`src/rtl/seven_seg_pkg.sv`:
```
// seven_seg_pkg
//   Shared definitions for the seven-segment encoder/decoder pair:
//   segment width, the 16 hex glyph patterns ([GFEDCBA], active-high)
//   and the frame decoder state encoding.
package seven_seg_pkg;

    localparam int SEG_W = 7;

    localparam logic [SEG_W-1:0] SEG_0 = 7'h3F;
    localparam logic [SEG_W-1:0] SEG_1 = 7'h06;
    localparam logic [SEG_W-1:0] SEG_2 = 7'h5B;
    localparam logic [SEG_W-1:0] SEG_3 = 7'h4F;
    localparam logic [SEG_W-1:0] SEG_4 = 7'h66;
    localparam logic [SEG_W-1:0] SEG_5 = 7'h6D;
    localparam logic [SEG_W-1:0] SEG_6 = 7'h7D;
    localparam logic [SEG_W-1:0] SEG_7 = 7'h07;
    localparam logic [SEG_W-1:0] SEG_8 = 7'h7F;
    localparam logic [SEG_W-1:0] SEG_9 = 7'h67;
    localparam logic [SEG_W-1:0] SEG_A = 7'h77;
    localparam logic [SEG_W-1:0] SEG_B = 7'h7C;
    localparam logic [SEG_W-1:0] SEG_C = 7'h39;
    localparam logic [SEG_W-1:0] SEG_D = 7'h5E;
    localparam logic [SEG_W-1:0] SEG_E = 7'h79;
    localparam logic [SEG_W-1:0] SEG_F = 7'h71;

    // Entry i holds the glyph for hex digit i.
    localparam logic [15:0][SEG_W-1:0] SEG_TABLE = {
        SEG_F, SEG_E, SEG_D, SEG_C, SEG_B, SEG_A, SEG_9, SEG_8,
        SEG_7, SEG_6, SEG_5, SEG_4, SEG_3, SEG_2, SEG_1, SEG_0
    };

    typedef enum logic [1:0] {
        S_IDLE   = 2'd0,
        S_SETTLE = 2'd1,
        S_HOLD   = 2'd2
    } state_t;

endpackage

```
`src/rtl/seg_pattern_to_nibble.sv`:
```
// seg_pattern_to_nibble
//   Combinational inverse of the hex-to-seven-segment encoder.
//   Ports:
//     seg          in   SEG_W  segment pattern [GFEDCBA]
//     nibble       out  4      decoded hex digit (0 when undecodable)
//     undecodable  out  1      pattern is not an exact glyph match
module seg_pattern_to_nibble
    import seven_seg_pkg::*;
(
    input  logic [SEG_W-1:0] seg,
    output logic [3:0]       nibble,
    output logic             undecodable
);

    always_comb begin
        nibble      = '0;
        undecodable = 1'b1;
        for (int i = 0; i < 16; i++) begin
            if (seg == SEG_TABLE[i]) begin
                nibble      = 4'(i);
                undecodable = 1'b0;
            end
        end
    end

endmodule

```
`src/rtl/seven_seg_frame_decoder.sv`:
```
// seven_seg_frame_decoder
//   Sniffs a multiplexed seven-segment bus and rebuilds the displayed hex
//   frame. Each digit must be stable for STABLE_CYCLES registered samples
//   before it is accepted; digits must arrive in scan order 0..NUM_DIGITS-1.
//   Ports:
//     i_clk        in   1             clock, rising edge
//     i_rst        in   1             synchronous active-high reset
//     i_segments   in   SEG_W         segment pattern [GFEDCBA]
//     i_digit_sel  in   NUM_DIGITS    one-hot digit strobe, bit 0 first
//     o_value      out  4*NUM_DIGITS  last completed frame, digit k at [4k+3:4k]
//     o_valid      out  1             one-cycle pulse when o_value/o_error update
//     o_error      out  1             last frame held an undecodable pattern
module seven_seg_frame_decoder
    import seven_seg_pkg::*;
#(
    parameter int NUM_DIGITS    = 4,
    parameter int STABLE_CYCLES = 4
) (
    input  logic                    i_clk,
    input  logic                    i_rst,
    input  logic [SEG_W-1:0]        i_segments,
    input  logic [NUM_DIGITS-1:0]   i_digit_sel,
    output logic [4*NUM_DIGITS-1:0] o_value,
    output logic                    o_valid,
    output logic                    o_error
);

    localparam int IDX_W = (NUM_DIGITS > 1) ? $clog2(NUM_DIGITS) : 1;
    localparam int CNT_W = $clog2(STABLE_CYCLES + 1);
    localparam logic [CNT_W-1:0] CNT_MAX  = CNT_W'(STABLE_CYCLES);
    localparam logic [IDX_W-1:0] LAST_IDX = IDX_W'(NUM_DIGITS - 1);

    // Registered sample pair and the pair from the cycle before.
    logic [NUM_DIGITS-1:0]   sel_q, sel_prev;
    logic [SEG_W-1:0]        seg_q, seg_prev;
    logic [CNT_W-1:0]        cnt_q, cnt_eff;
    state_t                  state_q, state_d;
    logic [IDX_W-1:0]        idx_q, idx_d;
    logic [4*NUM_DIGITS-1:0] frame_q, frame_d;
    logic                    err_q, err_d;

    logic                    changed, capture_ok;
    logic                    strobe, blank, glitch, first;
    logic [NUM_DIGITS-1:0]   exp_mask, next_mask;
    logic [3:0]              nibble;
    logic                    undec;
    logic                    enter, cap, publish;
    logic [IDX_W-1:0]        enter_idx, cap_idx;

    seg_pattern_to_nibble u_lookup (
        .seg         (seg_q),
        .nibble      (nibble),
        .undecodable (undec)
    );

    assign changed    = (sel_q != sel_prev) || (seg_q != seg_prev);
    // Count for the current sample, so a fresh pair counts as 1 on the
    // cycle it is first seen.
    assign cnt_eff    = changed ? CNT_W'(1)
                      : (cnt_q == CNT_MAX) ? CNT_MAX : cnt_q + 1'b1;
    assign capture_ok = (cnt_eff == CNT_MAX);

    assign blank     = (sel_q == '0);
    assign strobe    = !blank && ((sel_q & (sel_q - NUM_DIGITS'(1))) == '0);
    assign glitch    = !blank && !strobe;
    assign first     = (sel_q == NUM_DIGITS'(1));
    assign exp_mask  = NUM_DIGITS'(1) << idx_q;
    // Shifts out past the last digit, so it never matches a strobe there.
    assign next_mask = exp_mask << 1;

    always_comb begin
        frame_d = frame_q >> 4;
        frame_d[4*NUM_DIGITS-1 -: 4] = nibble;
    end
    assign err_d = undec | ((cap_idx != '0) && err_q);

    always_comb begin
        state_d   = state_q;
        idx_d     = idx_q;
        enter     = 1'b0;
        enter_idx = '0;
        cap       = 1'b0;
        cap_idx   = idx_q;
        publish   = 1'b0;

        case (state_q)
            S_IDLE: begin
                if (first) enter = 1'b1;
            end
            S_SETTLE: begin
                if (glitch) begin
                    state_d = S_IDLE;
                end else if (!changed) begin
                    if (capture_ok) cap = 1'b1;
                end else if (first) begin
                    enter = 1'b1;
                end else begin
                    state_d = S_IDLE;
                end
            end
            S_HOLD: begin
                if (glitch) begin
                    state_d = S_IDLE;
                end else if (blank || !changed || sel_q == exp_mask) begin
                    state_d = S_HOLD;  // late segment changes on the same strobe are ignored
                end else if (sel_q == next_mask) begin
                    enter     = 1'b1;
                    enter_idx = idx_q + 1'b1;
                end else if (first) begin
                    enter = 1'b1;
                end else begin
                    state_d = S_IDLE;
                end
            end
            default: state_d = S_IDLE;
        endcase

        // Entering a digit whose count is already complete (always the
        // case with STABLE_CYCLES=1) captures on the same edge.
        if (enter) begin
            if (capture_ok) begin
                cap     = 1'b1;
                cap_idx = enter_idx;
            end else begin
                state_d = S_SETTLE;
                idx_d   = enter_idx;
            end
        end

        if (cap) begin
            if (cap_idx == LAST_IDX) begin
                state_d = S_IDLE;
                publish = 1'b1;
            end else begin
                state_d = S_HOLD;
                idx_d   = cap_idx;
            end
        end

        if (state_d == S_IDLE) idx_d = '0;
    end

    always_ff @(posedge i_clk) begin
        if (i_rst) begin
            state_q <= S_IDLE;
            idx_q   <= '0;
        end else begin
            state_q <= state_d;
            idx_q   <= idx_d;
        end
    end

    always_ff @(posedge i_clk) begin
        if (i_rst) begin
            sel_q    <= '0;
            seg_q    <= '0;
            sel_prev <= '0;
            seg_prev <= '0;
            cnt_q    <= '0;
            frame_q  <= '0;
            err_q    <= 1'b0;
            o_value  <= '0;
            o_valid  <= 1'b0;
            o_error  <= 1'b0;
        end else begin
            sel_q    <= i_digit_sel;
            seg_q    <= i_segments;
            sel_prev <= sel_q;
            seg_prev <= seg_q;
            cnt_q    <= cnt_eff;
            o_valid  <= publish;
            if (cap) begin
                frame_q <= frame_d;
                err_q   <= err_d;
            end
            if (publish) begin
                o_value <= frame_d;
                o_error <= err_d;
            end
        end
    end

endmodule
```
`config.mk`:
```
export PLATFORM = sky130hd
export DESIGN_NAME = seven_seg_frame_decoder
export DESIGN_NICKNAME = d
export VERILOG_FILES = /design/src/rtl/seven_seg_pkg.sv /design/src/rtl/seg_pattern_to_nibble.sv /design/src/rtl/seven_seg_frame_decoder.sv
export SDC_FILE = /design/constraint.sdc
export NUM_CORES = 1
export LEC_CHECK = 0
export CELL_PAD_IN_SITES_DETAIL_PLACEMENT = 1
export CELL_PAD_IN_SITES_GLOBAL_PLACEMENT = 1
export CORE_ASPECT_RATIO = 0.8
export CORE_UTILIZATION = 44
export CTS_BUF_LIST = sky130_fd_sc_hd__clkbuf_4
export CTS_CLUSTER_SIZE = 14
export DETAILED_ROUTE_END_ITERATION = 12
export HOLD_SLACK_MARGIN = 0.06
export PLACE_DENSITY = 0.88
export SYNTH_ARGS = -nofsm -noshare
export SYNTH_HDL_FRONTEND = slang
export SYNTH_SLANG_ARGS = --single-unit
export TNS_END_PERCENT = 50
```
`constraint.sdc`:
```
create_clock -name i_clk -period 3.3 [get_ports i_clk]
set_input_delay 0.33 -clock i_clk [delete_from_list [all_inputs] [get_ports i_clk]]
set_output_delay 0.33 -clock i_clk [all_outputs]
set_load 0.01 [all_outputs]
```
==> summary.txt <==
Critical path
  – Cells along the critical path: inv_1 -> ha_1 -> or3_1 -> a2111oi_4 -> nand4_1 -> buf_4 -> nand2_1 -> a21oi_1
  – Crit path max fanout: 10
  – Worst reg2reg setup slack: between 0.5 and 0.6 ns
  – CP delay by family, top: simple AND/OR/NAND/NOR gates
  – Crit start category: flip-flop
  – Critical Path AT: about 3.0 ns
  – Critical-path top delay cell: a2111oi_4
  – Required time of the critical path: roughly 3.5 ns
  – Max incr delay on CP: between 0.4 and 0.5 ns
  – CP Class: flip-flop to flip-flop
  – Crit path capture type: flip-flop
  – CP bufs+invs: 2

Min path
  – Worst hold-check path type: flip-flop to flip-flop

Clock network
  – Clk buf depth: 2
  – Root Buffer: clkbuf_4
  – CTS tree: built
  – Htree depth: 3
  – Postcts setup bufs: 0
  – PostCTS Resize Cnt: 0
  – Clk slew on worst S/H paths: ~0.1 ns
  – Worst-Skew Late Latency: 0.40 ns
  – CTS buffer count: 9
  – Num Clock Sinks: 60
  – CTS Hold Buffers Added: 0

Routing
  – Via Count: approximately 2300
  – Routed vias/inst: between 5 and 6
  – Routed Antenna Nets: 0
  – Total Wirelength: approximately 6300 um
  – First-pass DRT Iterations: 4
  – Remaining DRCs: 0
  – DRT iter0 DRCs: 164
  – WL/cell: approximately 15 um

Die
  – Top-Level Pins: 31
  – Chip width: 91.0 um
  – Core Area: approximately 0.006 sq mm
  – Die area: ~0.0067 sq mm
  – Die height: ~73 um
  – FP Rows: 25
  – Initial core utilization: ~46%

Finish
  – Layout area overhead: 15.5%
  – Cell area after layout: approximately 0.0032 sq mm
  – Final Core Density: ~54%
  – Ant diodes: 0
  – Share of cells above drive strength 1: between 7 and 8%
  – Final Net Count: 358

STA
  – Worst Tran Pin Value: 1.03 ns
  – RSZ-0062 raised after global routing: false
  – Final min period: 2.75 ns
  – Setup TNS: 0 ns
  – Pins Over Slew Limit: 0
  – Setup ws final: ~0.55 ns
  – Tcrit/Tclk final: between 80% and 90%
  – Final Skew: approximately 0.015 ns
  – FMAX: about 360 MHz
  – Fin. Hold Viols: 0
  – Final setup viols: 0
  – Relative slew slack: a little under a third

Logic synthesis
  – Async set-or-reset flop fraction in the synthesized netlist: 0%
  – Number of synthesized flops with an enable pin: 0
  – Top cells by area, synth: dfxtp_1, nand2_1, nor2b_1
  – Top FF cell, synth: dfxtp_1
  – Mean Syn Cell Area: 8.76 sq um
  – Mapped Area: 0.00279 sq mm
  – Yosys cell types: between 40 and 50
  – Synth top area share: between 40% and 50%
  – Synth warn: 0
  – Yosys top cell by area: dfxtp_1
  – Register area share after synthesis: between 40% and 50%
  – Syn_nets: 337
  – Post-Synthesis Cells: about 320
  – Synthesized flop and latch total: 60

Placement
  – DP HPWL: approximately 4300 um
  – Dpl cell area: just over 0.003 sq mm
  – Setup WS pre-CTS: just over 0.5 ns
  – PortBufs: 30
  – GPL Wtd Cong: approximately 0.80

Global route
  – M3 GR Usage: between 5 and 6%
  – Global Route met1 Usage: a little over a quarter
  – Global-route wire length before repair: 10900 um
  – Largest net degree at the start of global routing: 60
  – Grt ovf: 0
  – Vias in the first global route: approximately 2300
  – Met2 usage: around 36%
  – Initial antenna violation count: 0
  – Tot GR Track Use: about a fifth
  – Top Usage Layer GRT: met2

Job
  – Max cap viols: 0

Outcome
  – Status: finished clean

Pwr
  – PD cells: roughly 420 mW/mm^2
  – Leakage: about 1.1 nW
  – Peak supply drop: about 0.25 mV
  – Total Power: ~0.0014 W
[placed cells by master, fill, tap and decap left out, types with 3 or more instances in the layout]
cell type	count
nand2b_1	3
inv_1	9
o211ai_1	5
a21oi_1	20
nand2_1	46
nor2b_1	21
dfxtp_1	60
clkdlybuf4s50_1	29
mux2i_1	13
o21ai_0	7
or3_1	6
nand3b_1	4
xnor2_1	13
nor4_1	4
nor2_1	20
nand3_1	6
xor2_1	7
ha_1	6
a32oi_1	3
nor3_1	10
nand4_1	4
a31oi_1	3
clkbuf_4	9
[per-stage QoR]
step	hold slack, ns	std cells
after floorplan	0.436	318
after global placement	0.439	409
after detailed placement	0.446	409
after CTS	0.452	425
after global routing	0.457	425
final	0.456	425
[tightest hold or removal path, cell delays in order, from the launching register on]
cell and delay, ns:
dfxtp_1 0.32, nand2_1 0.05, a21oi_1 0.05
[cells by family after synthesis]
group                      Yosys count  synth area share (%)
AOI/OAI and AO/OA                   50                  12.1
adders and majority gates            6                  2.69
and+or+nand+nor                    138                  25.8
DFF                                 60                  43.1
muxes                               13                  4.67
xor gates and xnor gates            20                  6.29
buffers and inverters               31                  5.34
[final cells by class]
cell class,count,area [sq um]
flip-flops and latches,60,1200
multi-input cells,227,1440
clock buffers,9,67.6
clock inverters,7,67.6
fillers,724,2790
well taps,81,101
repair buffers,32,310
inverters,9,33.8
[per-layer routing]
metal | vias to the layer above | wire length, um
met4 | 0 | 78
met1 | 1105 | 3020
met3 | 7 | 222
met5 | - | 0
li1 | 1130 | -
met2 | 36 | 2980
[registers in the layout, summed over array words and instances, names as in the netlist]
signal / flops
o_value: 16
o_error: 1
cnt_q: 3
seg_prev: 7
seg_q: 7
sel_prev: 4
o_valid: 1
frame_q: 12
sel_q: 4
idx_q: 2
err_q: 1
state_q: 2
[cells in the mapped netlist (2+ instances only)]
| master | instances |
|---|---|
| dfxtp_1 | 60 |
| nand2_1 | 46 |
| nor2b_1 | 21 |
| a21oi_1 | 20 |
| nor2_1 | 20 |
| mux2i_1 | 13 |
| xnor2_1 | 13 |
| clkbuf_1 | 12 |
| nor3_1 | 10 |
| inv_1 | 9 |
| o21ai_0 | 7 |
| xor2_1 | 7 |
| ha_1 | 6 |
| nand3_1 | 6 |
| or3_1 | 6 |
| o211ai_1 | 5 |
| buf_4 | 4 |
| nand3b_1 | 4 |
| nand4_1 | 4 |
| nor4_1 | 4 |
| a31oi_1 | 3 |
| a32oi_1 | 3 |
| nand2b_1 | 3 |
| and3b_1 | 2 |
| buf_1 | 2 |
| buf_2 | 2 |
| buf_6 | 2 |
| nor3b_1 | 2 |
| o21bai_1 | 2 |
| or4_4 | 2 |
[worst paths after layout]
| path | from | endpoint | depth (start not counted) |
|---|---|---|---|
| min reg2reg | o_value[0]$_SDFFE_PP0P_ | o_value[0]$_SDFFE_PP0P_ | 2 |
| max reg2reg | cnt_q[0]$_SDFF_PP0_ | o_value[8]$_SDFFE_PP0P_ | 8 |
| max | cnt_q[0]$_SDFF_PP0_ | o_value[8]$_SDFFE_PP0P_ | 8 |
| min | o_value[0]$_SDFFE_PP0P_ | o_value[0]$_SDFFE_PP0P_ | 2 |
[power breakdown]
part | leakage, nW | switching (W) | total (W) | internal [W]
Sequential | 0.488 | 0.0000273 | 0.000765 | 0.000737
Clock | 0.0693 | 0.000273 | 0.000499 | 0.000226
Combinational | 0.557 | 0.0000461 | 0.0000912 | 0.0000451
Total | 1.12 | 0.000346 | 0.00135 | 0.00101
Power figures use the tool's default switching activity.
